===== src/rtl/calendar_pkg.sv =====
// Calendar constants and helpers shared by the date counter and its month-length lookup.
//   MONTH_LEN   : non-leap month lengths, Jan..Dec
//   isLeapYear  : Gregorian leap rule on a zero-extended year
//   monthLength : days in a month, 0 for a month outside 1..12
package calendar_pkg;

    localparam int unsigned DAY_W   = 6;
    localparam int unsigned MONTH_W = 4;

    localparam logic [DAY_W-1:0] MONTH_LEN [12] = '{
        6'd31, 6'd28, 6'd31, 6'd30, 6'd31, 6'd30,
        6'd31, 6'd31, 6'd30, 6'd31, 6'd30, 6'd31
    };

    // Year 0 satisfies y%400==0, so it counts as leap.
    function automatic logic isLeapYear(input logic [31:0] y);
        return ((y % 32'd4) == 32'd0) &&
               (((y % 32'd100) != 32'd0) || ((y % 32'd400) == 32'd0));
    endfunction

    function automatic logic [DAY_W-1:0] monthLength(input logic [MONTH_W-1:0] m,
                                                     input logic leap);
        logic [MONTH_W-1:0] idx;
        logic [DAY_W-1:0]   len;
        idx = m - MONTH_W'(1);
        if ((m == '0) || (m > MONTH_W'(12))) begin
            len = '0;
        end else if ((m == MONTH_W'(2)) && leap) begin
            len = DAY_W'(29);
        end else begin
            len = MONTH_LEN[idx];
        end
        return len;
    endfunction

endpackage


===== src/rtl/month_length_lut.sv =====
// Combinational (month, year) -> (month length, leap flag).
//   month_i  : month 1..12 (anything else yields length_o = 0)
//   year_i   : full-width year
//   length_o : days in that month of that year
//   leap_o   : year_i is a leap year
module month_length_lut
    import calendar_pkg::*;
#(
    parameter int unsigned YEAR_W = 12
) (
    input  logic [MONTH_W-1:0] month_i,
    input  logic [YEAR_W-1:0]  year_i,
    output logic [DAY_W-1:0]   length_o,
    output logic               leap_o
);

    always_comb begin
        leap_o   = isLeapYear(32'(year_i));
        length_o = monthLength(month_i, leap_o);
    end

endmodule


===== src/rtl/date_counter.sv =====
// Calendar date register advanced one day per advance strobe, with validated parallel load.
//   clk, reset                   : clock, synchronous active-high reset
//   advance                      : move the date forward one day
//   load, loadDay/Month/Year     : replace the date if legal (load beats advance)
//   dayOfMonth, month, year      : registered current date
//   isLeap                       : current year is leap (combinational from year)
//   newYear, yearWrap, loadErr   : registered one-cycle event pulses
module date_counter
    import calendar_pkg::*;
#(
    parameter int unsigned YEAR_W      = 12,
    parameter int unsigned RESET_YEAR  = 2000,
    parameter int unsigned RESET_MONTH = 1,
    parameter int unsigned RESET_DAY   = 1
) (
    input  logic               clk,
    input  logic               reset,
    input  logic               advance,
    input  logic               load,
    input  logic [DAY_W-1:0]   loadDay,
    input  logic [MONTH_W-1:0] loadMonth,
    input  logic [YEAR_W-1:0]  loadYear,
    output logic [DAY_W-1:0]   dayOfMonth,
    output logic [MONTH_W-1:0] month,
    output logic [YEAR_W-1:0]  year,
    output logic               isLeap,
    output logic               newYear,
    output logic               yearWrap,
    output logic               loadErr
);

    logic [DAY_W-1:0]   day_q, day_d;
    logic [MONTH_W-1:0] month_q, month_d;
    logic [YEAR_W-1:0]  year_q, year_d;
    logic               new_year_q, new_year_d;
    logic               year_wrap_q, year_wrap_d;
    logic               load_err_q, load_err_d;

    logic [DAY_W-1:0]   cur_len;
    logic               cur_leap;
    logic [DAY_W-1:0]   ld_len;
    logic               ld_leap;
    logic               load_ok;

    month_length_lut #(
        .YEAR_W (YEAR_W)
    ) u_cur_lut (
        .month_i  (month_q),
        .year_i   (year_q),
        .length_o (cur_len),
        .leap_o   (cur_leap)
    );

    // Validation uses the leap status of the year being loaded, not the current one.
    month_length_lut #(
        .YEAR_W (YEAR_W)
    ) u_load_lut (
        .month_i  (loadMonth),
        .year_i   (loadYear),
        .length_o (ld_len),
        .leap_o   (ld_leap)
    );

    // ld_len is 0 for an illegal month, so the day bound also rejects months 0 and 13..15.
    assign load_ok = (loadDay != '0) && (loadDay <= ld_len);

    always_comb begin
        day_d       = day_q;
        month_d     = month_q;
        year_d      = year_q;
        new_year_d  = 1'b0;
        year_wrap_d = 1'b0;
        load_err_d  = 1'b0;

        if (load) begin
            if (load_ok) begin
                day_d   = loadDay;
                month_d = loadMonth;
                year_d  = loadYear;
            end else begin
                load_err_d = 1'b1;
            end
        end else if (advance) begin
            if (day_q < cur_len) begin
                day_d = day_q + DAY_W'(1);
            end else begin
                day_d = DAY_W'(1);
                if (month_q < MONTH_W'(12)) begin
                    month_d = month_q + MONTH_W'(1);
                end else begin
                    month_d     = MONTH_W'(1);
                    year_d      = year_q + YEAR_W'(1);
                    new_year_d  = 1'b1;
                    year_wrap_d = (year_q == {YEAR_W{1'b1}});
                end
            end
        end
    end

    always_ff @(posedge clk) begin
        if (reset) begin
            day_q       <= DAY_W'(RESET_DAY);
            month_q     <= MONTH_W'(RESET_MONTH);
            year_q      <= YEAR_W'(RESET_YEAR);
            new_year_q  <= 1'b0;
            year_wrap_q <= 1'b0;
            load_err_q  <= 1'b0;
        end else begin
            day_q       <= day_d;
            month_q     <= month_d;
            year_q      <= year_d;
            new_year_q  <= new_year_d;
            year_wrap_q <= year_wrap_d;
            load_err_q  <= load_err_d;
        end
    end

    assign dayOfMonth = day_q;
    assign month      = month_q;
    assign year       = year_q;
    assign isLeap     = cur_leap;
    assign newYear    = new_year_q;
    assign yearWrap   = year_wrap_q;
    assign loadErr    = load_err_q;

    // ld_leap only feeds the length lookup inside the LUT instance.
    logic unused_ld_leap;
    assign unused_ld_leap = ld_leap;

endmodule


===== config.mk =====
export PLATFORM = sky130hd
export DESIGN_NAME = date_counter
export DESIGN_NICKNAME = d
export VERILOG_FILES = /design/src/rtl/calendar_pkg.sv /design/src/rtl/month_length_lut.sv /design/src/rtl/date_counter.sv
export SDC_FILE = /design/constraint.sdc
export NUM_CORES = 1
export LEC_CHECK = 0
export ABC_AREA = 1
export CORE_UTILIZATION = 55
export CTS_BUF_LIST = sky130_fd_sc_hd__clkbuf_8
export CTS_CLUSTER_DIAMETER = 100
export CTS_CLUSTER_SIZE = 8
export DETAILED_ROUTE_END_ITERATION = 12
export PLACE_DENSITY = 0.86
export SYNTH_ARGS = -nofsm -noshare
export SYNTH_HDL_FRONTEND = slang
export SYNTH_SLANG_ARGS = --single-unit

===== constraint.sdc =====
create_clock -name clk -period 10.7 [get_ports clk]
set_input_delay 3.21 -clock clk [delete_from_list [all_inputs] [get_ports clk]]
set_output_delay 3.21 -clock clk [all_outputs]
set_load 0.02 [all_outputs]

# ---- Word level (Yosys, flattened, before mapping)
# Memory sizes are Yosys's and may differ from the RTL's.
# Cells that the tools add are included.
dict set report word_totals {
  register_bits 25
  latch_bits 0
  mem_bits_rw 0
  rom_bits 192
  inputBits 26
  out_inout_bits 26
  elab_cells 83
  memories 2
}
# memory words word_bits read_ports rd_ports_with_merged_regs wr line
set mem_list {}
lappend mem_list {{(name not given)} 16 6 1 0 0 calendar_pkg.sv:31} ;# len = MONTH_LEN[idx];
lappend mem_list {{(name not given)} 16 6 1 0 0 calendar_pkg.sv:31}
dict set report classes {
  addsub 5
  mul 0
  n_div 4
  n_lt_le_gt_ge 7
  n_eq_ne 6
  n_shift 0
  n_mux 24
  bitwise_logic 4
  n_reduce_logical 25
}
# op n
set ops {}
lappend ops {{32-bit logical NOT} 4}
lappend ops {{6-bit 2-to-1 mux} 12}
lappend ops {{12-bit by 7-bit remainder unit with 32-bit output (second input constant)} 2}
lappend ops {{12-bit by 9-bit remainder unit with 32-bit output (second input constant)} 2}
lappend ops {{32-bit nonzero test} 2}
lappend ops {{12-bit 2-to-1 mux} 5}
lappend ops {{4-bit 2-to-1 mux} 5}
lappend ops {{12-bit by 1-bit adder with 12-bit output (second input constant)} 1}
lappend ops {{12-bit equality test (second input constant)} 1}
lappend ops {{5-bit >= comparator (second input constant)} 2}
lappend ops {{4-bit inverter with 5-bit output} 2}
lappend ops {{4-bit by 2-bit equality test with 1-bit output (second input constant)} 2}
lappend ops {{4-bit > comparator (second input constant)} 2}
lappend ops {{4-bit logical NOT} 2}
lappend ops {{4-bit by 1-bit subtractor with 4-bit output (second input constant)} 2}
lappend ops {{6-bit by 1-bit adder with 6-bit output (second input constant)} 1}
lappend ops {{6-bit <= comparator} 1}
lappend ops {{6-bit less-than comparator} 1}
lappend ops {{6-bit nonzero test} 1}
lappend ops {{1-bit logical AND} 5}
lappend ops {{5-bit OR reduction} 1}
lappend ops {{4-bit by 1-bit adder with 4-bit output (second input constant)} 1}
lappend ops {{1-bit logical OR} 4}
lappend ops {{4-bit less-than comparator (second input constant)} 1}
lappend ops {{other kinds (10)} 13}

# ---- Longest topological paths before layout
dict set report depth {
  depth_word 11
  mapped_depth 55
}

# ---- By module
# Synthesis repeated with hierarchy kept, for this count alone.
dict set report hier_totals {
  hier_cells 715
  hier_area_um2 4261.6
}
# mod n_inst cells_per_inst area_per_inst_um2 seq_area_each_um2
set modules_own_cells {}
lappend modules_own_cells {month_length_lut 2 210 1164.9 0.0}
lappend modules_own_cells {date_counter 1 295 1931.9 500.5}

# ---- Least setup slack after synthesis
# OpenSTA, ideal clock, no wires.
dict set report synth_timing {
  path_kind {input port to flip-flop}
  start {input loadYear[9]}
  end {register day_q[3] (netlist: dayOfMonth[3])}
  setup_ps 70
  t_arrival_ps 8383
  t_required_ps 10630
  setup_slack_ps 2247
  stages 42
  cell_sequence {nor2_2 -> a21oi_1 -> ha_1 -> nor2_1 -> clkinv_1 -> nand2_2 -> nand3_1 -> o21ai_1 -> inv_1 -> nand3_1 -> nand2_1 -> nor2_2 -> inv_2 -> nand2_1 -> nand2_2 -> nor2_4 -> nand2_2 -> nand2_2 -> [... 6 more ...] -> nand4_1 -> nand2_1 -> nand2_1 -> nor2_1 -> nand2_1 -> nand2_1 -> nand3_1 -> nand2_1 -> a21oi_1 -> ha_1 -> nand3_1 -> or2_2 -> a221oi_1 -> nand2_1 -> nand2_1 -> clkbuf_1 -> o21ai_0 -> a21oi_1}
}
dict set report synth_between {
  elab_chain_cells 11
}
# item line
set synth_rtl {}
lappend synth_rtl {{start, declared} date_counter.sv:22} ;# input logic [YEAR_W-1:0] loadYear,
lappend synth_rtl {{12-bit by 7-bit remainder unit with 32-bit output or 12-bit by 9-bit remainder unit with 32-bit output (tied branches)} calendar_pkg.sv:18} ;# (((y % 32'd100) != 32'd0) || ((y % 32'd400) == 32'd0));
lappend synth_rtl {{32-bit nonzero test or 32-bit logical NOT (tied branches)} calendar_pkg.sv:18}
lappend synth_rtl {{1-bit logical OR *} calendar_pkg.sv:18}
lappend synth_rtl {{1-bit logical AND *} calendar_pkg.sv:17} ;# return ((y % 32'd4) == 32'd0) &&
lappend synth_rtl {{1-bit logical AND *} calendar_pkg.sv:28} ;# end else if ((m == MONTH_W'(2)) && leap) begin
lappend synth_rtl {{6-bit 2-to-1 mux *} calendar_pkg.sv:28}
lappend synth_rtl {{6-bit 2-to-1 mux *} calendar_pkg.sv:26} ;# if ((m == '0) || (m > MONTH_W'(12))) begin
lappend synth_rtl {{6-bit <= comparator *} date_counter.sv:65} ;# assign load_ok = (loadDay != '0) && (loadDay <= ld_len);
lappend synth_rtl {{1-bit logical AND *} date_counter.sv:65}
lappend synth_rtl {{2-bit by 1-bit != test with 1-bit output (no source line) *} -}
lappend synth_rtl {{2-bit AND reduction (no source line) *} -}
lappend synth_rtl {{end signal, assigned} date_counter.sv:102} ;# day_q <= DAY_W'(RESET_DAY);
lappend synth_rtl {{end signal, assigned} date_counter.sv:109} ;# day_q <= day_d;
lappend synth_rtl {{end, declared} date_counter.sv:32} ;# logic [DAY_W-1:0] day_q, day_d;
# Every way passes the cells marked *; elsewhere a longest branch is shown, timed or not.
# A chain may end at the register's enable or synchronous reset.

# ---- Final worst setup path
dict set report layout_timing {
  start {input loadYear[8]}
  end {register year_q[11] (netlist: year[11])}
}
dict set report layout_between {
  elab_chain_cells 11
}
# item line
set layout_rtl {}
lappend layout_rtl {{12-bit by 7-bit remainder unit with 32-bit output or 12-bit by 9-bit remainder unit with 32-bit output (tied branches)} calendar_pkg.sv:18}
lappend layout_rtl {{32-bit nonzero test or 32-bit logical NOT (tied branches)} calendar_pkg.sv:18}
lappend layout_rtl {{1-bit logical OR *} calendar_pkg.sv:18}
lappend layout_rtl {{1-bit logical AND *} calendar_pkg.sv:17}
lappend layout_rtl {{1-bit logical AND *} calendar_pkg.sv:28}
lappend layout_rtl {{6-bit 2-to-1 mux *} calendar_pkg.sv:28}
lappend layout_rtl {{6-bit 2-to-1 mux *} calendar_pkg.sv:26}
lappend layout_rtl {{6-bit <= comparator *} date_counter.sv:65}
lappend layout_rtl {{1-bit logical AND *} date_counter.sv:65}
lappend layout_rtl {{2-bit by 1-bit != test with 1-bit output (no source line) *} -}
lappend layout_rtl {{4-bit AND reduction (no source line) *} -}
lappend layout_rtl {{end signal, assigned} date_counter.sv:104} ;# year_q <= YEAR_W'(RESET_YEAR);
lappend layout_rtl {{end signal, assigned} date_counter.sv:111} ;# year_q <= year_d;
lappend layout_rtl {{end, declared} date_counter.sv:34} ;# logic [YEAR_W-1:0] year_q, year_d;
# Marked as above.

==> summary.txt <==
Async SR Flop Fraction -> 0%
FILL cells -> 645
Via count -> 4,479
Worst path max stage delay -> 480 ps
MaxCap Viol Count -> 0
Total track usage -> 27.5%
Clock transition at path regs -> 90 ps
Htree depth -> 1
I/O pins -> 52
Worst min-delay path class -> reg -> reg
Place WS -> 639 ps
Starting Density -> 57.3%
# hold bufs at CTS -> 0
Final period util -> 92.4%
Clk_skew -> 2.17 ps
Yosys warnings -> 0
Pleak -> 2.29 nW
Worst setup EP type -> register
Die height -> 86.3 um
EDFF count, synth -> 0
Fraction of layout cells with a size suffix above 1 -> 12.7%
Max Buffers Root-to-Sink -> 2
Port buffer count -> 51
Critical Path Start Type -> input pin
TNS Setup -> 0 ps
Count leader, synth -> nand2_1
Commonest cells post-synth -> nand2_1 (174), inv_1 (80), nor2_1 (63)
Switching power -> 0.449 mW
RSZ-0062 raised after global routing -> no
Drt drc -> 0
Max Slew Vio Count -> 0
Worst-Margin Slew -> 708 ps
Fmax -> 101 MHz
Sequential power share -> 14.6%
Outcome -> finished, final reports clean
Cell area after layout -> 4510 sq um
Die Span X -> 86.3 um
Final setup fails -> 0
Cell area after synthesis -> 3910 sq um
Initial antenna violation count -> 0
DRT Pass-1 Iters -> 7
Rel. slew slack -> 52.7%
# diodes -> 0
Row cnt -> 30
DP HPWL -> 7.99 mm
Setup ws final -> 808 ps
Final Hold Viols -> 0
VDD IR max -> 0.0917 mV
Sink Count -> 25
Combinational fraction of design power -> 77.9%
GPL Wtd Cong -> 0.895
DIE AREA -> 7450 sq um
Critical Path Fanout Max -> 17
Setup Fix Bufs, Post-CTS -> 0
Synth area leader -> nand2_1
Top post-synthesis cells by area -> nand2_1 (17%), dfxtp_1 (13%), inv_1 (7.7%)
Internal power -> 0.338 mW
Most frequent CP cell -> nand2_1
First-pass GRT wire length -> 17.2 mm
Core Region -> 6830 sq um
Final net count -> 751
Synth top area share -> 16.7%
Vias in the first global route -> 4,000
Syn Inst Count -> 663
Synthesis-to-layout area growth -> 15.3%
Flops & latches, synth -> 25
Antenna-violating nets left -> 0
CP Class -> in -> reg
Cell area after placement -> 4460 sq um
CTS Buf Count -> 3
PD cells -> 175 nW/um^2
Distinct cell type count after synthesis -> 41
Synth Flop Type -> dfxtp_1
Largest net degree at the start of global routing -> 23
Vias per inst -> 5.58
Fin crit period -> 9890 ps
Critical-path top delay cell -> clkdlybuf4s50_1
Switching share of power -> 57.1%
Root buffer cell -> clkbuf_8
Clock Latency Late Sink -> 280 ps
GRT Residual Overflow -> 0
Post-Syn Area per Cell -> 5.90 sq um
Mean routed wirelength per cell -> 12.6 um
WP data required -> 10,880 ps
Arrival time at the worst endpoint -> 10,080 ps
Register area share after synthesis -> 12.8%
DRT iter0 DRCs -> 287
CTS tree -> done
Clk network pwr share -> 7.6%
Syn Nets -> 707
Post-cts resize count -> 0
Final WL -> 10.1 mm
## cell type report
type                    count  area [sq um]  share of cell area (%)
multi-input cells         533          2970                    65.8
repair buffers             52           518                    11.5
flip-flops and latches     25           500                    11.1
inverters                  92           358                    7.94
well taps                  96           120                    2.66
clock buffers               3          41.3                   0.916
clock inverters             1          5.00                   0.111
## power by group through the flow
stage	clock network, mW	logic (mW)	registers, mW
final	0.0595	0.613	0.115
after global routing	0.0622	0.691	0.116
after CTS	0.0590	0.606	0.114
after detailed placement	0	0.602	0.116
after global placement	0	0.581	0.116
after floorplan	0	0.482	0.121
## through the flow
step | cells | utilization [%] | hold slack (ps) | power [mW]
2_1_floorplan | 663 | - | 579 | 0.603
3_3_place_gp | 798 | 65.3 | 540 | 0.697
3_5_place_dp | 798 | 65.3 | 543 | 0.718
4_1_cts | 802 | 66.0 | 557 | 0.780
5_1_grt | 802 | 66.0 | 582 | 0.869
6_report | 802 | 66.0 | 554 | 0.787
## critical path: cells and delay by family
| family | cells | cell delay [ps] |
|---|---|---|
| and+or+nand+nor | 33 | 4340 |
| AOI/OAI and AO/OA | 4 | 740 |
| adders and majority gates | 2 | 450 |
| buffers and inverters | 5 | 1320 |
## final timing paths
path          startpoint  cells past startpoint        to  slack (ps)
max reg2reg      year[9]                     34  month[1]        5360
min reg2reg      year[8]                      2   year[8]         550
min              year[8]                      2   year[8]         550
max          loadYear[8]                     44  year[11]         810
## flip-flops by register name (all words and copies together) (netlist names)
signal      count
dayOfMonth      6
newYear         1
yearWrap        1
loadErr         1
month           4
year           12
## cell families (layout without fill, tap and decap cells)
group | Yosys count | after routing | synth area share, %
buf+inv | 105 | 148 | 11.4
simple gates | 419 | 419 | 54.0
flops | 25 | 25 | 12.8
compound gates | 75 | 75 | 11.4
fa+ha+maj | 18 | 18 | 5.76
xor+xnor | 21 | 21 | 4.70
## per-layer routing
| layer | vias up | global-route usage, % | wire, um |
|---|---|---|---|
| met5 | - | 0 | 0 |
| met4 | 0 | 8.79 | 261 |
| met3 | 20 | 1.24 | 461 |
| met2 | 143 | 49.7 | 4880 |
| met1 | 2046 | 35.0 | 4490 |
| li1 | 2270 | - | - |
## cells in the final DEF, fill, tap and decap left out
cell type        count
xnor2_1              4
nand2_1            174
o211ai_1             4
clkdlybuf4s50_1     51
dfxtp_1             25
a221oi_1             1
clkbuf_8             3
a21oi_1             21
nor2_1              63
o21bai_1             2
inv_4                3
nand2_4              8
nand3_2              7
or2_2                2
a22o_1               1
a31oi_1              5
ha_1                18
nand3_1             54
nand3_4              5
nor4_1               1
nor2_2               7
o21ai_0             32
o21ai_4              2
buf_4                1
nor2_4               7
nand2_2             33
nand4_2              2
a21o_2               1
a21oi_4              1
nor3b_1              1
nor3_1              16
inv_6                1
xor2_1              17
inv_2                6
clkinv_1             2
o22ai_1              2
clkinv_2             1
nand4_1             39
inv_1               80
o21ai_1              3
(Power assumes the default switching activity.)
